--- src/rtl/riscv_ctrl_pkg.sv ---
// rtl/riscv_ctrl_pkg.sv - shared RV32I control definitions for the sequencer and ALU controller
package riscv_ctrl_pkg;

    // Major opcodes handled by the multi-cycle core
    localparam logic [6:0] OPC_R_TYPE = 7'b0110011;
    localparam logic [6:0] OPC_I_ALU  = 7'b0010011;
    localparam logic [6:0] OPC_LOAD   = 7'b0000011;
    localparam logic [6:0] OPC_STORE  = 7'b0100011;

    // Instruction class latched at DECODE; CLS_NONE marks an unsupported opcode
    typedef enum logic [2:0] {
        CLS_NONE = 3'd0,
        CLS_R    = 3'd1,
        CLS_I    = 3'd2,
        CLS_LW   = 3'd3,
        CLS_SW   = 3'd4
    } instr_class_e;

    // Sequencer state encoding
    typedef enum logic [2:0] {
        ST_IDLE   = 3'd0,
        ST_FETCH  = 3'd1,
        ST_DECODE = 3'd2,
        ST_EXEC   = 3'd3,
        ST_MEM    = 3'd4,
        ST_WB     = 3'd5,
        ST_TRAP   = 3'd6
    } ctrl_state_e;

    // ALU controller operation classes
    localparam logic [1:0] ALU_OP_IALU  = 2'b00;
    localparam logic [1:0] ALU_OP_ADD   = 2'b01;
    localparam logic [1:0] ALU_OP_RTYPE = 2'b10;

    // Trap cause codes
    localparam logic [1:0] CAUSE_NONE    = 2'b00;
    localparam logic [1:0] CAUSE_ILLEGAL = 2'b01;
    localparam logic [1:0] CAUSE_TIMEOUT = 2'b10;

    // Map a major opcode onto its instruction class
    function automatic instr_class_e decode_class(input logic [6:0] opcode);
        instr_class_e cls;
        case (opcode)
            OPC_R_TYPE: cls = CLS_R;
            OPC_I_ALU:  cls = CLS_I;
            OPC_LOAD:   cls = CLS_LW;
            OPC_STORE:  cls = CLS_SW;
            default:    cls = CLS_NONE;
        endcase
        return cls;
    endfunction

    // ALU operation class requested for an instruction class
    function automatic logic [1:0] alu_op_of(input instr_class_e cls);
        logic [1:0] op;
        case (cls)
            CLS_R:   op = ALU_OP_RTYPE;
            CLS_LW:  op = ALU_OP_ADD;
            CLS_SW:  op = ALU_OP_ADD;
            default: op = ALU_OP_IALU;
        endcase
        return op;
    endfunction

    // ALU B-operand select: everything except R-type uses the immediate
    function automatic logic alu_src_of(input instr_class_e cls);
        return (cls == CLS_I) || (cls == CLS_LW) || (cls == CLS_SW);
    endfunction

endpackage

--- src/rtl/mem_wait_timer.sv ---
// rtl/mem_wait_timer.sv - saturating wait-cycle counter for the shared memory handshake
module mem_wait_timer #(
    parameter int MEM_TIMEOUT = 16
) (
    input  logic clk,
    input  logic rst,
    input  logic clear,
    input  logic count,
    output logic expired
);

    localparam int             TW    = $clog2(MEM_TIMEOUT);
    localparam logic [TW-1:0]  LIMIT = TW'(MEM_TIMEOUT - 1);
    localparam logic [TW-1:0]  ONE   = TW'(1);

    logic [TW-1:0] cnt_q;
    logic [TW-1:0] cnt_d;

    // Clear wins over count; the counter parks at LIMIT so it never wraps back to zero
    always_comb begin
        cnt_d = cnt_q;
        if (clear) begin
            cnt_d = '0;
        end else if (count && (cnt_q != LIMIT)) begin
            cnt_d = cnt_q + ONE;
        end
    end

    // Counter register
    always_ff @(posedge clk) begin
        if (rst) begin
            cnt_q <= '0;
        end else begin
            cnt_q <= cnt_d;
        end
    end

    assign expired = (cnt_q == LIMIT);

endmodule

--- src/rtl/multicycle_controller.sv ---
// rtl/multicycle_controller.sv - multi-cycle RV32I sequencer with shared-memory handshake and trap
module multicycle_controller
    import riscv_ctrl_pkg::*;
#(
    parameter int MEM_TIMEOUT = 16,
    parameter int CNT_WIDTH   = 32
) (
    input  logic                 Clock,
    input  logic                 Reset,
    input  logic                 Enable,
    input  logic [6:0]           Opcode,
    input  logic                 Mem_Ready,
    output logic                 Mem_Req,
    output logic                 Mem_Sel,
    output logic                 Mem_Read,
    output logic                 Mem_Write,
    output logic                 IR_Write,
    output logic                 PC_Write,
    output logic                 Reg_Write,
    output logic                 Mem_to_Reg,
    output logic                 ALU_Src,
    output logic [1:0]           ALU_Op,
    output logic                 Busy,
    output logic                 Trap,
    output logic [1:0]           Trap_Cause,
    output logic [CNT_WIDTH-1:0] Instr_Count
);

    localparam logic [CNT_WIDTH-1:0] CNT_ONE = CNT_WIDTH'(1);

    ctrl_state_e            state_q;
    ctrl_state_e            state_d;
    instr_class_e           class_q;
    instr_class_e           class_d;
    logic [1:0]             cause_q;
    logic [1:0]             cause_d;
    logic [CNT_WIDTH-1:0]   count_q;
    logic [CNT_WIDTH-1:0]   count_d;

    logic                   in_wait_state;
    logic                   wait_clear;
    logic                   wait_count;
    logic                   wait_expired;
    logic                   retire;

    assign in_wait_state = (state_q == ST_FETCH) || (state_q == ST_MEM);

    // Any state change restarts the wait count, so each FETCH/MEM visit starts from zero
    assign wait_clear = (state_d != state_q);
    assign wait_count = in_wait_state && !Mem_Ready;

    mem_wait_timer #(
        .MEM_TIMEOUT (MEM_TIMEOUT)
    ) u_wait_timer (
        .clk     (Clock),
        .rst     (Reset),
        .clear   (wait_clear),
        .count   (wait_count),
        .expired (wait_expired)
    );

    // An instruction retires in WB, or in MEM for a store once memory accepts it
    assign retire = (state_q == ST_WB) ||
                    ((state_q == ST_MEM) && (class_q == CLS_SW) && Mem_Ready);

    // State register
    always_ff @(posedge Clock) begin
        if (Reset) begin
            state_q <= ST_IDLE;
        end else begin
            state_q <= state_d;
        end
    end

    // Next-state logic; Mem_Ready in the expiring cycle takes priority over the timeout
    always_comb begin
        state_d = state_q;
        case (state_q)
            ST_IDLE: begin
                if (Enable) begin
                    state_d = ST_FETCH;
                end
            end
            ST_FETCH: begin
                if (Mem_Ready) begin
                    state_d = ST_DECODE;
                end else if (wait_expired) begin
                    state_d = ST_TRAP;
                end
            end
            ST_DECODE: begin
                if (decode_class(Opcode) == CLS_NONE) begin
                    state_d = ST_TRAP;
                end else begin
                    state_d = ST_EXEC;
                end
            end
            ST_EXEC: begin
                case (class_q)
                    CLS_R, CLS_I:   state_d = ST_WB;
                    CLS_LW, CLS_SW: state_d = ST_MEM;
                    default:        state_d = ST_IDLE;
                endcase
            end
            ST_MEM: begin
                if (Mem_Ready) begin
                    if (class_q == CLS_LW) begin
                        state_d = ST_WB;
                    end else begin
                        state_d = Enable ? ST_FETCH : ST_IDLE;
                    end
                end else if (wait_expired) begin
                    state_d = ST_TRAP;
                end
            end
            ST_WB: begin
                state_d = Enable ? ST_FETCH : ST_IDLE;
            end
            ST_TRAP: begin
                state_d = ST_TRAP;
            end
            default: begin
                state_d = ST_IDLE;
            end
        endcase
    end

    // Class, trap cause and retire counter updates; the cause is only written on TRAP entry
    always_comb begin
        class_d = class_q;
        cause_d = cause_q;
        count_d = count_q;
        if (state_q == ST_DECODE) begin
            class_d = decode_class(Opcode);
        end
        if ((state_q != ST_TRAP) && (state_d == ST_TRAP)) begin
            cause_d = (state_q == ST_DECODE) ? CAUSE_ILLEGAL : CAUSE_TIMEOUT;
        end
        if (retire) begin
            count_d = count_q + CNT_ONE;
        end
    end

    // Class, trap cause and retire counter registers
    always_ff @(posedge Clock) begin
        if (Reset) begin
            class_q <= CLS_NONE;
            cause_q <= CAUSE_NONE;
            count_q <= '0;
        end else begin
            class_q <= class_d;
            cause_q <= cause_d;
            count_q <= count_d;
        end
    end

    // Output decode from state and latched class; IR_Write and the store's PC_Write are
    // qualified by Mem_Ready so the IR loads valid data and the PC advances exactly once
    always_comb begin
        Mem_Req    = 1'b0;
        Mem_Sel    = 1'b0;
        Mem_Read   = 1'b0;
        Mem_Write  = 1'b0;
        IR_Write   = 1'b0;
        PC_Write   = 1'b0;
        Reg_Write  = 1'b0;
        Mem_to_Reg = 1'b0;
        ALU_Src    = 1'b0;
        ALU_Op     = ALU_OP_IALU;
        case (state_q)
            ST_FETCH: begin
                Mem_Req  = 1'b1;
                IR_Write = Mem_Ready;
            end
            ST_EXEC: begin
                ALU_Op  = alu_op_of(class_q);
                ALU_Src = alu_src_of(class_q);
            end
            ST_MEM: begin
                Mem_Req   = 1'b1;
                Mem_Sel   = 1'b1;
                ALU_Op    = ALU_OP_ADD;
                ALU_Src   = 1'b1;
                Mem_Read  = (class_q == CLS_LW);
                Mem_Write = (class_q == CLS_SW);
                PC_Write  = (class_q == CLS_SW) && Mem_Ready;
            end
            ST_WB: begin
                Reg_Write  = 1'b1;
                Mem_to_Reg = (class_q == CLS_LW);
                ALU_Op     = alu_op_of(class_q);
                ALU_Src    = alu_src_of(class_q);
                PC_Write   = 1'b1;
            end
            default: begin
            end
        endcase
    end

    assign Busy        = (state_q != ST_IDLE) && (state_q != ST_TRAP);
    assign Trap        = (state_q == ST_TRAP);
    assign Trap_Cause  = cause_q;
    assign Instr_Count = count_q;

endmodule
--- config.mk ---
export PLATFORM = sky130hd
export DESIGN_NAME = multicycle_controller
export DESIGN_NICKNAME = d
export VERILOG_FILES = /design/src/rtl/riscv_ctrl_pkg.sv /design/src/rtl/mem_wait_timer.sv /design/src/rtl/multicycle_controller.sv
export SDC_FILE = /design/constraint.sdc
export NUM_CORES = 1
export LEC_CHECK = 0
export CELL_PAD_IN_SITES_DETAIL_PLACEMENT = 1
export CELL_PAD_IN_SITES_GLOBAL_PLACEMENT = 1
export CORE_AREA = 2 2 110 69
export DETAILED_ROUTE_END_ITERATION = 7
export DIE_AREA = 0 0 112 71
export PLACE_DENSITY_LB_ADDON = 0.1
export SETUP_SLACK_MARGIN = 0.3
export SLEW_MARGIN = 30
export SYNTH_ARGS = -nofsm -noshare
export SYNTH_HDL_FRONTEND = slang
export SYNTH_SLANG_ARGS = --single-unit
--- constraint.sdc ---
create_clock -name Clock -period 2.45 [get_ports Clock]
set_input_delay 0.735 -clock Clock [delete_from_list [all_inputs] [get_ports Clock]]
set_output_delay 0.735 -clock Clock [all_outputs]
set_load 0.01 [all_outputs]
### Word-level counts from Yosys, hierarchy flattened

Index checks and enable logic that the tools add are counted.

* word-level logic and storage cells: 69
* output and inout port bits: 47
* latch bits: 0
* register bits after elaboration: 44
* bits in read-only memories: 0
* memories kept: 0
* RAM bits: 0

* div/mod/pow operators: 0
* shift operators: 0
* muxes and demuxes: 23
* bitwise operators: 0
* add/subtract/negate cells: 2
* equal/unequal tests: 19
* order comparisons: 0
* $mul: 0
* reductions and logical operators: 20

Operators with widths (count)
* 32-bit by 1-bit adder with 32-bit output (second input constant): 1
* 3-bit 2-to-1 mux: 7
* 3-bit one-hot mux with 7 select lines: 1
* 3-bit == test (second input constant): 5
* 7-bit by 6-bit == test with 1-bit output (second input constant): 2
* 3-bit by 2-bit == test with 1-bit output (second input constant): 4
* 3-bit one-hot mux with 4 select lines: 1
* 2-bit OR reduction: 5
* 1-bit 2-to-1 mux: 8
* 2-bit one-hot mux with 2 select lines: 2
* 7-bit by 2-bit == test with 1-bit output (second input constant): 1
* 7-bit by 5-bit == test with 1-bit output (second input constant): 1
* 1-bit logical AND: 7
* 3-bit by 1-bit == test with 1-bit output (second input constant): 2
* 3-bit logical NOT: 2
* 3-bit one-hot mux with 2 select lines: 1
* 4-bit by 1-bit adder with 4-bit output (second input constant): 1
* 4-bit == test (second input constant): 1
* 1-bit logical OR: 4
* 4-bit inequality test (second input constant): 1
* 1-bit one-hot mux with 2 select lines: 2
* 3-bit inequality test: 1
* 3-bit inequality test (second input constant): 1
* 3-bit nonzero test: 1
* 2 further kinds: 2

### Longest topological paths before layout

* depth after elaboration: 8
* mapped depth: 9
* depth with buffers taken out: 7

### By module

A second synthesis with hierarchy kept.

* cells, all modules: 294
* area total of the unflattened synthesis: 2408.6 um^2

By module, submodules not included
* multicycle_controller: times used 1, cells an instance 272, area an instance 2197.1 um^2
* mem_wait_timer: times used 1, cells an instance 22, area an instance 211.5 um^2

### Least setup slack after synthesis

OpenSTA, ideal clock, no wires.

* kind: input to register
* start point: input Opcode[3]
* end point: register u_wait_timer.cnt_q[0]
* buffers on the path: 0
* slack: 386 ps
* stages: 5
* arrival: 1936 ps
* cell sequence: nor4b_2 a21oi_1 a2111oi_2 xnor2_1 nor3_1

* word-level cells in the longest chain between the ends: 8

RTL lines
* start: declaration: line multicycle_controller.sv:11 `input logic [6:0] Opcode,`
* 7-bit by 6-bit == test with 1-bit output, or another cell as far along: line riscv_ctrl_pkg.sv:43 `case (opcode)`
* 3-bit one-hot mux with 4 select lines (*): line riscv_ctrl_pkg.sv:43
* 3-bit 2-to-1 mux (*): line multicycle_controller.sv:78 `case (state_q)`
* 3-bit logical NOT (*): line multicycle_controller.sv:92 `if (decode_class(Opcode) == CLS_NONE) begin`
* 3-bit 2-to-1 mux (*): line multicycle_controller.sv:92
* 3-bit one-hot mux with 7 select lines (*): line multicycle_controller.sv:78
* 3-bit inequality test (*): line multicycle_controller.sv:49 `assign wait_clear = (state_d != state_q);`
* 2-bit OR reduction (no line) (*)
* end signal: assignment: line mem_wait_timer.sv:34 `cnt_q <= cnt_d;`
* end: declaration: line mem_wait_timer.sv:16 `logic [TW-1:0] cnt_q;`

Mark *: on every way between the ends. The rest lies on a longest branch, timed or not. The select of a mux whose other input is x is not followed.
A chain may end at the register's enable or synchronous reset.

### Final worst setup path

* start point: register state_q[0]
* end point: output Mem_Write

* word-level cells in the longest chain between the ends: 2

RTL lines
* start: declaration: line multicycle_controller.sv:31 `ctrl_state_e state_q;`
* start signal: assignment: line multicycle_controller.sv:71 `state_q <= state_d;`
* 3-bit == test: line multicycle_controller.sv:170 `case (state_q)`
* 1-bit 2-to-1 mux: line multicycle_controller.sv:170
* end: declaration: line multicycle_controller.sv:16 `output logic Mem_Write,`

No other way between the ends.

==> results.toml <==
[outcome]
outcome = "finished, final reports clean"

[drt]
totalWireLength_mm = 7.93
avgViaCountPerCell = 5.31
drtIter0Drc = 95
antenna_violating_nets_post_route = 0
route.detailed.drc = 0
detailroute.via_count = 2520
drt-pass1-iter-count = 4
route.detailed.wl_per_inst_um = 16.7

[yosys]
synth.lib_cells_used.distinct = 49
synth_ff_type = "sky130_fd_sc_hd__dfxtp_1"
syn_avg_cell_area_um2 = 8.08
asyncSetResetFlopFracSynth_pct = 0
net_count_of_the_mapped_netlist = 315
yosys_warnings = 0
syn-cell-area_um2 = 2440
postSynthCellCount = 302
ys_ff_latch = 44
synth_edf_count = 0
ys_seq_area_share_pct = 36.1

[setup_path]
worstPathRequired_ps = 1710
setup.reg_to_reg.worst_slack_ps = 370
crit_type = "reg2out"
critical_path_arrival_ps = 1440
timing.rr.end = "Instr_Count[31]$_SDFFE_PP0P_"
critical_path.startpoint_type = "register"
worst-path-max-fanout = 5
cp-end-kind = "primary output"
cp-startpoint = "state_q[0]$_SDFF_PP0_"
reg2reg_from = "state_q[0]$_SDFF_PP0_"
ff2ff_path_depth = 8
cp-endpoint = "Mem_Write"

[floorplanning]
fp-row-count = 24
start_util_pct = 34.7
fp.dieW_um = 112
io-pin-count = 58
core_region_area_um2 = 7030
die_footprint_um2 = 7950
die_span_y_um = 71

[pwr]
p_int_w = 0.00133
power.density_cell_area_nw_per_um2 = 477
leakage_nw = 1.32
power.share.clock_pct = 48.1
power_switching_share_pct = 22.2
switchingPower_w = 0.000380
max-vdd-ir-drop_mv = 0.262
power.combinational.fraction_pct = 9.4
seqPwrFrac_pct = 42.4
report.power.total_w = 0.00171

[global_route]
grt_pass1_wl_mm = 13.0
first_global_vias = 2449
grt_util_all_layers_pct = 20.7
maximum_number_of_pins_on_one_net_before_global_route_repair = 22
antenna_violations_before_repair = 0
overflow = 0

[clock_tree]
clock_tree.htree_level_count = 2
clock_latency_ps = 290
clock_tree.root_cell = "sky130_fd_sc_hd__clkbuf_16"
clock_buffer_count_from_cts = 5
clock_path_buffers = 2
numClockSinks = 44
postCtsHoldBufs = 0
path_clk_slew_ps = 60
cts_tree = "done"

[timing]
maxClockFrequency_mhz = 460
setup_ws_ps = 278
final-max-slew-violation-count = 0
setup_total_negative_slack_ps = 0
finClkSkew_ps = 3.58
finalHoldViolCount = 0
tightest_slew_ps = 480
rsz0062_at_grt = "yes"
period_utilisation_layout_pct = 88.6
holdWs_ps = 468
finalCriticalPeriod_ps = 2170
timing.final.setup_violations = 0
slew-limit-headroom_pct = 67.7

[worst_hold_path]
holdCritPathClass = "reg2reg"

[placed_design]
place.gp.congestion = 0.888
pre_cts_worst_setup_slack_ps = -371
detailedPlacementHpwl_mm = 5.71
place.port_buffers = 57

[layout]
final_core_utilization_pct = 51.0
finalNetCount = 396
diodes = 0
post_route_cells_drive_above_1_share_pct = 22.1
syn_to_final_growth_pct = 46.8

[job]
maxCapViolations = 0
state kept, by name, summed over array words and instances, names as in the netlist:
name and cells:
Instr_Count 32, u_wait_timer.cnt_q 4, class_q 3, state_q 3, Trap_Cause 2
worst min path at each step:
stage / from / endpoint / slack [ps] / cells past startpoint
finish: Trap_Cause[0]$_SDFFE_PP0P_ / Trap_Cause[0]$_SDFFE_PP0P_ / 470 / 1
floorplan: Instr_Count[31]$_SDFFE_PP0P_ / Instr_Count[31]$_SDFFE_PP0P_ / 500 / 2
global route: Trap_Cause[0]$_SDFFE_PP0P_ / Trap_Cause[0]$_SDFFE_PP0P_ / 490 / 1
global placement: Trap_Cause[0]$_SDFFE_PP0P_ / Trap_Cause[0]$_SDFFE_PP0P_ / 450 / 1
CTS: Trap_Cause[0]$_SDFFE_PP0P_ / Trap_Cause[0]$_SDFFE_PP0P_ / 470 / 1
detailed placement: Trap_Cause[0]$_SDFFE_PP0P_ / Trap_Cause[0]$_SDFFE_PP0P_ / 460 / 1
cell usage in the layout, fill, tap and decap left out, drive strengths merged, types with 3 or more instances in the layout:
master         count
nor2              47
dfxtp             44
buf               41
clkdlybuf4s50     39
xnor2             19
nor3              16
nand4             15
a21oi             15
nand2             14
inv               12
xor2              11
nand3             10
o21ai              9
clkbuf             8
and3               6
nor4               6
nor4b              6
and4               5
and2               5
dlygate4sd2        5
nor3b              4
or3                3
o21a               3
o31ai              3
a31o               3
nand2b             3
or3b               3
a31oi              3
nor2b              3
cells in the mapped netlist (2+ instances only):
cell	instances	area share, %
sky130_fd_sc_hd__a21oi_1	15	3.1
sky130_fd_sc_hd__a31o_2	3	1.1
sky130_fd_sc_hd__a31oi_1	2	0.51
sky130_fd_sc_hd__and2_1	5	1.3
sky130_fd_sc_hd__and3_1	6	1.5
sky130_fd_sc_hd__and4_1	5	1.8
sky130_fd_sc_hd__buf_2	3	0.61
sky130_fd_sc_hd__clkbuf_1	12	1.8
sky130_fd_sc_hd__dfxtp_1	44	36
sky130_fd_sc_hd__ha_1	2	1.0
sky130_fd_sc_hd__inv_1	11	1.7
sky130_fd_sc_hd__mux2i_1	2	0.82
sky130_fd_sc_hd__nand2_1	14	2.2
sky130_fd_sc_hd__nand2b_1	3	0.77
sky130_fd_sc_hd__nand3_1	9	1.8
sky130_fd_sc_hd__nand4_1	15	3.8
sky130_fd_sc_hd__nor2_1	47	7.2
sky130_fd_sc_hd__nor2b_1	3	0.77
sky130_fd_sc_hd__nor3_1	16	3.3
sky130_fd_sc_hd__nor3b_1	3	0.92
sky130_fd_sc_hd__nor4_1	6	1.5
sky130_fd_sc_hd__nor4b_1	5	1.8
sky130_fd_sc_hd__o21a_1	3	0.92
sky130_fd_sc_hd__o21ai_0	9	1.8
sky130_fd_sc_hd__o31ai_1	3	0.92
sky130_fd_sc_hd__or3_1	3	0.77
sky130_fd_sc_hd__or3b_2	2	0.72
sky130_fd_sc_hd__or4_1	2	0.61
sky130_fd_sc_hd__xnor2_1	19	6.8
sky130_fd_sc_hd__xor2_1	11	3.9
stage by stage:
stage               cell area, um^2  std cells
finish                         3580        475
global route                   3580        475
CTS                            3510        473
detailed placement             3260        461
global placement               3260        461
floorplan                      2440        302
power by group through the flow:
stage / sequential [W] / combinational (W) / clock [W]
after global routing: 0.000726 / 0.000174 / 0.000865
after CTS: 0.000725 / 0.000149 / 0.000841
after detailed placement: 0.000742 / 0.000140 / 0
after floorplan: 0.000740 / 0.0000711 / 0
after global placement: 0.000742 / 0.000138 / 0
final: 0.000726 / 0.000162 / 0.000822
logic make-up (layout without fill, tap and decap cells):
group	count (synthesis)	in the layout	share of synthesized area (%)
buf+inv	29	111	4.97
flops	44	44	36.1
mux	3	3	1.28
compound gates	43	43	12.0
fa+ha+maj	2	2	1.02
xor+xnor	30	30	10.8
simple gates	151	151	33.8
routing by layer:
| layer | up-vias | track usage (%) | share of wire, % | routed length (um) |
|---|---|---|---|---|
| li1 | 1237 | - | - | - |
| met1 | 1212 | 31.5 | 54 | 4250 |
| met2 | 64 | 29.2 | 40 | 3170 |
| met3 | 7 | 5.23 | 5.4 | 432 |
| met4 | 0 | 4.88 | 0.98 | 78 |
| met5 | - | 0 | 0 | 0 |
layout make-up:
type	instances	area, um^2
well taps	91	114
multi-input cells	229	1530
inverters	13	53.8
repair buffers	90	805
clock inverters	1	30.0
clock buffers	7	153
flip-flops and latches	44	895
fillers	855	3440
worst max-delay path, stage by stage, from the launching register on:
cell and delay, ps:
sky130_fd_sc_hd__dfxtp_4 370, sky130_fd_sc_hd__or3b_4 430, sky130_fd_sc_hd__buf_6 150, sky130_fd_sc_hd__nor2_1 70, sky130_fd_sc_hd__buf_2 130
repair_timing:
action / 4_1_cts / 5_1_grt
pin swaps: 7 / 8
endpoints found under the hold margin: 0 / 0
buffers inserted: 4 / 2
gates resized for setup: 62 / 24
setup endpoints to repair: 26 / 20
Power figures use the tool's default switching activity.
